**config.mk**
```make
export PLATFORM = sky130hd
export DESIGN_NAME = fetch_stage
export DESIGN_NICKNAME = d
export VERILOG_FILES = /design/src/rtl/pipeline_pkg.sv /design/src/rtl/fd_hold_buf.sv /design/src/rtl/fetch_stage.sv
export SDC_FILE = /design/constraint.sdc
export NUM_CORES = 1
export LEC_CHECK = 0
export BUFFER_PORTS_ARGS = -buffer_cell sky130_fd_sc_hd__buf_2
export CORE_ASPECT_RATIO = 1.5
export CORE_UTILIZATION = 60
export DETAILED_ROUTE_END_ITERATION = 10
export GPL_TIMING_DRIVEN = 0
export PLACE_DENSITY = 0.93
export RECOVER_POWER = 25
export SKIP_LAST_GASP = 1
export SYNTH_ARGS = -nofsm -noshare
export SYNTH_HDL_FRONTEND = slang
export SYNTH_SLANG_ARGS = --single-unit
```
**constraint.sdc**
```tcl
create_clock -name clock -period 4.9 [get_ports clock]
set_input_delay 0.98 -clock clock [delete_from_list [all_inputs] [get_ports clock]]
set_output_delay 0.98 -clock clock [all_outputs]
set_load 0.01 [all_outputs]
```
**src/rtl/pipeline_pkg.sv**
```systemverilog
// pipeline_pkg: definitions shared across the 5-stage core pipeline.
//   - Instruction field bit positions (opcode/rd/rs/rt upper bits).
//   - NOP_INSN: instruction word used for pipeline bubbles.
//   - fetch_state_e: fetch-stage FSM encoding.
//   - fd_sel_e: what the F/D register loads in a given cycle.
//   - sat_inc32: saturating increment for 32-bit event counters.
package pipeline_pkg;

    localparam int unsigned OP_HI = 31;
    localparam int unsigned RD_HI = 26;
    localparam int unsigned RS_HI = 21;
    localparam int unsigned RT_HI = 16;

    localparam logic [31:0] NOP_INSN = 32'h0000_0000;

    typedef enum logic [1:0] {
        StIdle  = 2'd0,
        StReq   = 2'd1,
        StDrain = 2'd2,
        StHold  = 2'd3
    } fetch_state_e;

    typedef enum logic [1:0] {
        FdKeep   = 2'd0,
        FdBubble = 2'd1,
        FdMem    = 2'd2,
        FdHold   = 2'd3
    } fd_sel_e;

    function automatic logic [31:0] sat_inc32(input logic [31:0] val);
        return (val == 32'hFFFF_FFFF) ? val : val + 32'd1;
    endfunction

endpackage

```
**src/rtl/fd_hold_buf.sv**
```systemverilog
// fd_hold_buf: one-entry buffer of {insn, pc} with a valid flag.
// Parks an instruction that arrived from memory while decode was stalled.
// Ports:
//   clock, reset_n      clock and asynchronous active-low reset
//   load                capture load_insn/load_pc and set valid (wins over clear)
//   clear               drop the entry
//   load_insn, load_pc  data to capture
//   insn, pc, valid     buffered entry
module fd_hold_buf #(
    parameter int unsigned PC_W = 12
) (
    input  logic            clock,
    input  logic            reset_n,
    input  logic            load,
    input  logic            clear,
    input  logic [31:0]     load_insn,
    input  logic [PC_W-1:0] load_pc,
    output logic [31:0]     insn,
    output logic [PC_W-1:0] pc,
    output logic            valid
);
    import pipeline_pkg::*;

    logic [31:0]     insn_q;
    logic [PC_W-1:0] pc_q;
    logic            valid_q;

    always_ff @(posedge clock or negedge reset_n) begin
        if (!reset_n) begin
            insn_q  <= NOP_INSN;
            pc_q    <= '0;
            valid_q <= 1'b0;
        end else if (load) begin
            insn_q  <= load_insn;
            pc_q    <= load_pc;
            valid_q <= 1'b1;
        end else if (clear) begin
            valid_q <= 1'b0;
        end
    end

    assign insn  = insn_q;
    assign pc    = pc_q;
    assign valid = valid_q;

endmodule

```
**src/rtl/fetch_stage.sv**
```systemverilog
// fetch_stage: instruction fetch and F/D pipeline register.
// Owns the PC, fetches over a req/valid handshake, and presents instructions
// to decode. Redirects from execute flush F/D; load-use stalls freeze F/D.
// Optional macro FETCH_PERF_EN adds saturating perf counters and their ports.
// Ports:
//   clock, reset_n              clock and asynchronous active-low reset
//   stall                       hold PC and F/D (load-use hazard)
//   redirect_valid/redirect_pc  taken branch/jump target (word address)
//   imem_req/imem_addr          fetch request; address stable until imem_valid
//   imem_rdata/imem_valid       memory response for imem_addr
//   fd_insn/fd_pc/fd_valid      F/D register contents
//   perf_fetched/perf_stall/perf_bubble (FETCH_PERF_EN only) event counters
module fetch_stage #(
    parameter int unsigned     PC_W     = 12,
    parameter logic [PC_W-1:0] RESET_PC = '0,
    parameter logic [31:0]     NOP_INSN = pipeline_pkg::NOP_INSN
) (
    input  logic            clock,
    input  logic            reset_n,
    input  logic            stall,
    input  logic            redirect_valid,
    input  logic [PC_W-1:0] redirect_pc,
    output logic            imem_req,
    output logic [PC_W-1:0] imem_addr,
    input  logic [31:0]     imem_rdata,
    input  logic            imem_valid,
    output logic [31:0]     fd_insn,
    output logic [PC_W-1:0] fd_pc,
    output logic            fd_valid
`ifdef FETCH_PERF_EN
    ,
    output logic [31:0]     perf_fetched,
    output logic [31:0]     perf_stall,
    output logic [31:0]     perf_bubble
`endif
);
    import pipeline_pkg::*;

    fetch_state_e    state_q;
    logic [PC_W-1:0] pc_q;
    logic [PC_W-1:0] req_addr_q;
    logic [PC_W-1:0] pc_inc;
    logic [31:0]     fd_insn_q;
    logic [PC_W-1:0] fd_pc_q;
    logic            fd_valid_q;

    fd_sel_e         fd_sel;
    logic            hold_load;
    logic            hold_clear;
    logic [31:0]     hold_insn;
    logic [PC_W-1:0] hold_pc;
    logic            hold_valid;

    // Wraps modulo 2^PC_W.
    assign pc_inc = pc_q + PC_W'(1);

    // F/D source: redirect flushes, stall freezes, otherwise the state decides.
    always_comb begin
        fd_sel = FdBubble;
        if (redirect_valid) begin
            fd_sel = FdBubble;
        end else if (stall) begin
            fd_sel = FdKeep;
        end else begin
            case (state_q)
                StReq:   fd_sel = imem_valid ? FdMem : FdBubble;
                StHold:  fd_sel = hold_valid ? FdHold : FdBubble;
                default: fd_sel = FdBubble;
            endcase
        end
    end

    // A word that lands during a stall is parked so the request slot frees up.
    assign hold_load  = (state_q == StReq) && imem_valid && !redirect_valid && stall;
    assign hold_clear = (state_q == StHold) && (redirect_valid || !stall);

    fd_hold_buf #(
        .PC_W(PC_W)
    ) u_hold_buf (
        .clock    (clock),
        .reset_n  (reset_n),
        .load     (hold_load),
        .clear    (hold_clear),
        .load_insn(imem_rdata),
        .load_pc  (req_addr_q),
        .insn     (hold_insn),
        .pc       (hold_pc),
        .valid    (hold_valid)
    );

    always_ff @(posedge clock or negedge reset_n) begin
        if (!reset_n) begin
            state_q    <= StIdle;
            pc_q       <= RESET_PC;
            req_addr_q <= RESET_PC;
            fd_insn_q  <= NOP_INSN;
            fd_pc_q    <= '0;
            fd_valid_q <= 1'b0;
        end else begin
            case (fd_sel)
                FdBubble: begin
                    fd_insn_q  <= NOP_INSN;
                    fd_valid_q <= 1'b0;
                end
                FdMem: begin
                    fd_insn_q  <= imem_rdata;
                    fd_pc_q    <= req_addr_q;
                    fd_valid_q <= 1'b1;
                end
                FdHold: begin
                    fd_insn_q  <= hold_insn;
                    fd_pc_q    <= hold_pc;
                    fd_valid_q <= 1'b1;
                end
                default: ;
            endcase

            case (state_q)
                StIdle: begin
                    if (redirect_valid) begin
                        pc_q       <= redirect_pc;
                        req_addr_q <= redirect_pc;
                    end else begin
                        req_addr_q <= pc_q;
                    end
                    state_q <= StReq;
                end
                StReq: begin
                    if (imem_valid) begin
                        if (redirect_valid) begin
                            pc_q       <= redirect_pc;
                            req_addr_q <= redirect_pc;
                        end else begin
                            pc_q       <= pc_inc;
                            req_addr_q <= pc_inc;
                            if (stall) begin
                                state_q <= StHold;
                            end
                        end
                    end else if (redirect_valid) begin
                        // Outstanding request must finish on its old address.
                        pc_q    <= redirect_pc;
                        state_q <= StDrain;
                    end
                end
                StDrain: begin
                    if (imem_valid) begin
                        req_addr_q <= redirect_valid ? redirect_pc : pc_q;
                        state_q    <= StReq;
                    end
                    if (redirect_valid) begin
                        pc_q <= redirect_pc;
                    end
                end
                StHold: begin
                    if (redirect_valid) begin
                        pc_q       <= redirect_pc;
                        req_addr_q <= redirect_pc;
                        state_q    <= StReq;
                    end else if (!stall) begin
                        state_q <= StReq;
                    end
                end
                default: state_q <= StIdle;
            endcase
        end
    end

    assign imem_req  = (state_q == StReq) || (state_q == StDrain);
    assign imem_addr = req_addr_q;
    assign fd_insn   = fd_insn_q;
    assign fd_pc     = fd_pc_q;
    assign fd_valid  = fd_valid_q;

`ifdef FETCH_PERF_EN
    logic [31:0] perf_fetched_q;
    logic [31:0] perf_stall_q;
    logic [31:0] perf_bubble_q;

    always_ff @(posedge clock or negedge reset_n) begin
        if (!reset_n) begin
            perf_fetched_q <= '0;
            perf_stall_q   <= '0;
            perf_bubble_q  <= '0;
        end else begin
            if ((fd_sel == FdMem) || (fd_sel == FdHold)) begin
                perf_fetched_q <= sat_inc32(perf_fetched_q);
            end
            if (stall) begin
                perf_stall_q <= sat_inc32(perf_stall_q);
            end
            if (fd_sel == FdBubble) begin
                perf_bubble_q <= sat_inc32(perf_bubble_q);
            end
        end
    end

    assign perf_fetched = perf_fetched_q;
    assign perf_stall   = perf_stall_q;
    assign perf_bubble  = perf_bubble_q;
`endif

endmodule

```
# Yosys cells after proc, flatten, opt, wreduce, memory -nomap -nowiden
# Cells that the tools add are included.
[op_classes]
n_lt_le_gt_ge = 0
n_shift = 0
n_eq_ne = 13
mux = 26
add_sub_neg = 1
reduce_logical = 17
n_bitwise = 0
multipliers = 0
div_mod_pow = 0
[ops]
columns = ["operator", "n"]
rows = [
  ["$pmux W32 S3", 1],
  ["$mux W12", 6],
  ["$pmux W12 S2", 2],
  ["$pmux W12 S4", 1],
  ["$mux W2", 11],
  ["$add A12 B1 Y12 const B", 1],
  ["$ne A3 B3 Y1 const B", 4],
  ["$eq A2 B2 Y1 const B", 4],
  ["$pmux W2 S4", 1],
  ["$ne A2 B2 Y1 const B", 3],
  ["$reduce_bool A2 Y1", 3],
  ["$reduce_and A5 Y1", 1],
  ["$eq A2 B1 Y1 const B", 2],
  ["$logic_and A1 B1 Y1", 4],
  ["$pmux W2 S2", 1],
  ["$reduce_and A3 Y1", 1],
  ["$reduce_bool A3 Y1", 1],
  ["$reduce_or A3 Y1", 1],
  ["$logic_not A1 Y1", 2],
  ["$logic_not A2 Y1", 1],
  ["$logic_or A1 B1 Y1", 2],
  ["$mux W1", 2],
  ["$pmux W1 S2", 1],
  ["$reduce_or A2 Y1", 1],
]
[totals]
romBits = 0
ramBits = 0
regBits = 116
output_inout_bits = 58
latch_bits = 0
mem_count = 0
elab_cells = 66

# Depth between registers and ports, before layout
[logic_depth]
ltp_word = 7
ltp_mapped = 9

# Hierarchy
# From an unflattened synthesis, not the netlist that was laid out.
[hier_totals]
hier_cells = 461
area_unflattened_um2 = 5640.4
[by_module_without_submodules]
columns = ["module", "area_per_inst_um2", "cells_each", "seq_area_each_um2", "instances"]
rows = [
  ["fetch_stage", 3769.9, 365, 1776.7, 1],
  ["fd_hold_buf", 1870.5, 96, 1126.1, 1],
]

# Worst setup path after synthesis
# OpenSTA, ideal clock, no wires.
[synth_path]
kind = "input -> register"
from = "in redirect_valid"
to = "reg fd_pc_q[10] (netlist: fd_pc[10])"
arrival_time_ns = 2.115
path_stages = 7
slack_ns = 2.664
setup_time_ns = 0.122
path_buffers = 3
path_cell_list = "buf_4 -> or2_1 -> buf_6 -> nor2_8 -> buf_12 -> mux2i_1 -> o21ai_2"
[synth_via]
elab_chain_len = 3
[synth_rtl]
columns = ["element", "line", "text"]
rows = [
  ["from (decl)", "fetch_stage.sv:21", "input logic redirect_valid,"],
  ["$mux W2 *", "fetch_stage.sv:60", "if (redirect_valid) begin"],
  ["$eq A2 B2 Y1", "fetch_stage.sv:100", "case (fd_sel)"],
  ["$pmux W12 S2 or $reduce_bool A2 Y1 (tied branches)", "--", ""],
  ["to (signal assigned)", "fetch_stage.sv:107", "fd_pc_q <= req_addr_q;"],
  ["to (signal assigned)", "fetch_stage.sv:112", "fd_pc_q <= hold_pc;"],
  ["to (decl)", "fetch_stage.sv:44", "logic [PC_W-1:0] fd_pc_q;"],
]
# Every way passes the cells marked *; elsewhere a longest branch is shown, timed or not.
# A chain may end at the register's enable or synchronous reset.

# Worst setup path after layout
[layout_path]
from = "reg state_q[0]"
to = "out imem_req"
[layout_via]
elab_chain_len = 2
[layout_rtl]
columns = ["element", "line", "text"]
rows = [
  ["from (decl)", "fetch_stage.sv:39", "fetch_state_e state_q;"],
  ["from (signal assigned)", "fetch_stage.sv:93", "state_q <= StIdle;"],
  ["from (signal assigned)", "fetch_stage.sv:126", "state_q <= StReq;"],
  ["from (signal assigned)", "fetch_stage.sv:137", "state_q <= StHold;"],
  ["$eq A2 B1 Y1 or $eq A2 B2 Y1 (tied branches)", "fetch_stage.sv:169", "assign imem_req = (state_q == StReq) || (state_q == StDrain);"],
  ["$logic_or A1 B1 Y1 *", "fetch_stage.sv:169", ""],
  ["to (decl)", "fetch_stage.sv:23", "output logic imem_req,"],
]
# Marks and branches as above.

==> results by group <==
Placement
  – Port bufs: 105
  – Routability cong.: 0.891
  – Placed insts: 716
  – Worst slack, placed: 2.35 ns
  – DP HPWL: 9890 um

CTS
  – Clk buf depth: 2
  – Clock transition at the registers of the reported paths: 0.06 ns
  – # Post-CTS Setup Buffers: 0
  – Clk Latency, worst-skew pair: 0.42 ns
  – Clock sink count: between 100 and 150
  – Resized cells post-CTS: 0
  – Htree depth: 4
  – CTS tree: built
  – CTS Buf Count: 17
  – Post-CTS Hold Buffers: 0
  – CTS root buffer: clkbuf_16

Drt
  – Routed WL per cell: 20.5 um
  – ANT nets after route: 0
  – DRC viols: 0
  – Drt initial violations: 392
  – Routed WL: 15400 um
  – Number of vias in the routed layout: about 4600
  – Detailed Routing Iterations Pass 1: 8
  – Drt via density: between 6 and 7

Setup path
  – Critical path arrival: 1.35 ns
  – Critical path endpoint category: output port
  – FF-to-FF End: fd_pc[7]
  – Kind of critical path: flop to output port
  – Critical path capture point: imem_req
  – Critical Path RT: 3.92 ns
  – Worst R2R Setup Slack: ~2.6 ns
  – Worst-path fanout max: 4
  – Startpoint class of the critical path: flop
  – Worst path cell trace: inv_1 -> ha_1 -> inv_1 -> buf_2
  – Max incr delay on CP: 0.39 ns
  – Worst setup path startpoint: state_q[0]
  – Most common cell type on the critical path: inv_1
  – R2R depth: 9
  – Reg-to-reg startpoint: state_q[1]
  – Slowest-stage cell, CP: dfrtp_1

Logic synthesis
  – Post-synthesis sequential area ratio: 52.0%
  – Avg Inst Size Synth: 11.2 um^2
  – Synth Register Bits: 116
  – Share of the synthesized area in the top cell type: 52.0%
  – Cell Area, Synth: 0.00558 mm^2
  – Synth area leader: dfrtp_1
  – Post-Synthesis Cells: 500
  – Unique masters post-synth: 55
  – Net Count, Synth: 553
  – Number of flops mapped to enable cells by yosys: 0
  – Main flop type after synthesis: dfrtp_1
  – Synth area leaders: dfrtp_1 (52%), mux2_2 (9.3%), mux2i_1 (8.8%)
  – YS warnings: 0
  – Ys async rst share: 100%

Layout
  – Diodes inserted: 0
  – Post-layout util: between 70% and 80%
  – Area Overhead vs Synth: 22.9%
  – Finished Layout Cells: between 700 and 800
  – Nets: 678
  – Filler Cells Inserted: 501
  – Layout cells sized above 1: 34.3%

Floorplan
  – Die Span X: approximately 80 um
  – # IOs: 107
  – Chip height: 120 um
  – Core Region: 0.00893 mm^2
  – Row count: 42
  – Initial Utilization: 62.5%
  – Die area: 0.00970 mm^2

Timing
  – Hold Vio Cnt, Final: 0
  – WHS: 0.480 ns
  – Final Skew: 0.00883 ns
  – Finish-stage setup viols: 0
  – Period utilization: a little under half
  – Final worst slack: between 2 and 3 ns
  – Crit path time final: around 2.3 ns
  – Max-slew violations: 0
  – Relative slew slack: 49.2%
  – Setup TNS: 0 ns
  – Max Clock Freq: approximately 0.43 GHz
  – RSZ-0062 raised after global routing: no
  – Worst slew pin tran: 0.762 ns

Power and ir drop
  – Leak: around 3.2 nW
  – Sw frac: 35.6%
  – Part of the power in registers: approximately 38%
  – Sw Pwr: 1.46 mW
  – Combinational Power Share: around a third
  – Clock Power Share: 29.7%
  – Worst vdd ir: approximately 0.36 mV
  – Internal power: 2.65 mW
  – PwrDens: between 500 and 600 mW/mm^2

Global route
  – Antenna violations before repair: 0
  – Vias in the first global route: around 4900
  – First-pass GRT wire length: 24300 um
  – Largest net degree at the start of global routing: 60
  – Gr ovfl total: 0
  – Tot GR Track Use: around 34%

Worst hold path
  – Worst hold path class: flop to flop

Job
  – Max_cap viols: 0

Outcome
  – Status: finished, final reports clean
metrics by stage:
step	area [um^2]	total power [mW]
CTS	6860	4.09
global route	6860	4.29
detailed placement	6280	2.81
global placement	6250	2.70
floorplan	5580	2.35
finish	6860	4.11
critical path: cells and delay by family (launching register included):
kind / cells / cell delay [ns]
fa+ha+maj: 1 / 0.31
flops: 1 / 0.39
buf+inv: 3 / 0.24
synthesized netlist by cell type (8+ instances only):
library cell,instances
mux2_2,46
dfrtp_1,116
clkbuf_1,10
o21ai_1,37
a21oi_1,10
nor2_1,15
nor3_1,8
buf_2,16
xnor2_1,8
inv_1,8
o21ai_0,22
nand3_1,8
nand2_1,63
mux2i_1,49
cell type report:
class                   count  area (um^2)  share of cell area, %
flip-flops and latches    116         2900                   42.3
multi-input cells         338         2380                   34.8
repair buffers            106          556                   8.10
clock buffers              18          429                   6.26
plain buffers              38          265                   3.87
clock inverters            14          155                   2.26
well taps                 110          138                   2.01
inverters                   8         30.0                  0.438
per-layer routing:
metal | GRT usage (%) | share of wire (%) | vias up | wire, um
met5 | 0 | 0 | - | 0
met3 | 9.05 | 6.9 | 69 | 1060
met1 | 35.5 | 35 | 2238 | 5310
met4 | 21.8 | 4.8 | 0 | 740
met2 | 59.3 | 54 | 234 | 8250
li1 | - | - | 2026 | -
cells by family after synthesis:
logic type,synth area share [%]
XOR/XNOR,1.57
adder cells (fa/ha/maj),0.896
buffers and inverters,5.29
AND/OR/NAND/NOR,10.8
multiplexers,18.1
flip-flops,52.0
AO/OA/AOI/OAI,11.4
layout by cell type (no fill, tap or decap), drive strengths merged, types with 2 or more instances in the layout:
cell,netlist,final
buf,28,134
o21ai,62,62
o32ai,2,2
bufinv,0,2
clkbuf,10,28
o21a,2,2
nor2b,5,5
nor3b,3,3
nand3,10,10
xor2,2,2
ha,4,4
xnor2,8,8
nand2b,2,2
clkinv,0,7
nand3b,3,3
mux2,46,46
a21o,3,3
a21oi,10,10
o31a,2,2
inv,8,11
mux2i,49,49
o31ai,2,2
clkinvlp,0,2
nor3,8,8
o221ai,2,2
nor2,16,16
nor4,7,7
a22oi,3,3
a221oi,3,3
a31oi,4,4
nand2,64,64
dfrtp,116,116
power groups by stage:
stage	Combinational, mW	Clock, mW	Sequential [mW]
3_3_place_gp	1.20	0	1.49
5_1_grt	1.44	1.28	1.58
3_5_place_dp	1.28	0	1.53
2_1_floorplan	0.818	0	1.53
4_1_cts	1.33	1.23	1.54
6_report	1.34	1.22	1.55
registers in the layout, summed over array words and instances (netlist names):
register          cells
imem_addr            12
state_q               2
u_hold_buf.insn      32
fd_pc                12
u_hold_buf.pc        12
u_hold_buf.valid      1
pc_q                 12
fd_valid              1
fd_insn              32
how the worst min path moves through the flow:
stage / startpoint / end / slack [ns] / cells after the start
after global routing: fd_insn[3] / fd_insn[3] / 0.50 / 2
after global placement: fd_pc[8] / fd_pc[8] / 0.46 / 2
final: fd_insn[19] / fd_insn[19] / 0.48 / 2
after detailed placement: fd_insn[19] / fd_insn[19] / 0.47 / 2
after floorplan: pc_q[11] / pc_q[11] / 0.46 / 1
after CTS: fd_insn[19] / fd_insn[19] / 0.48 / 2
(Power assumes the default switching activity.)
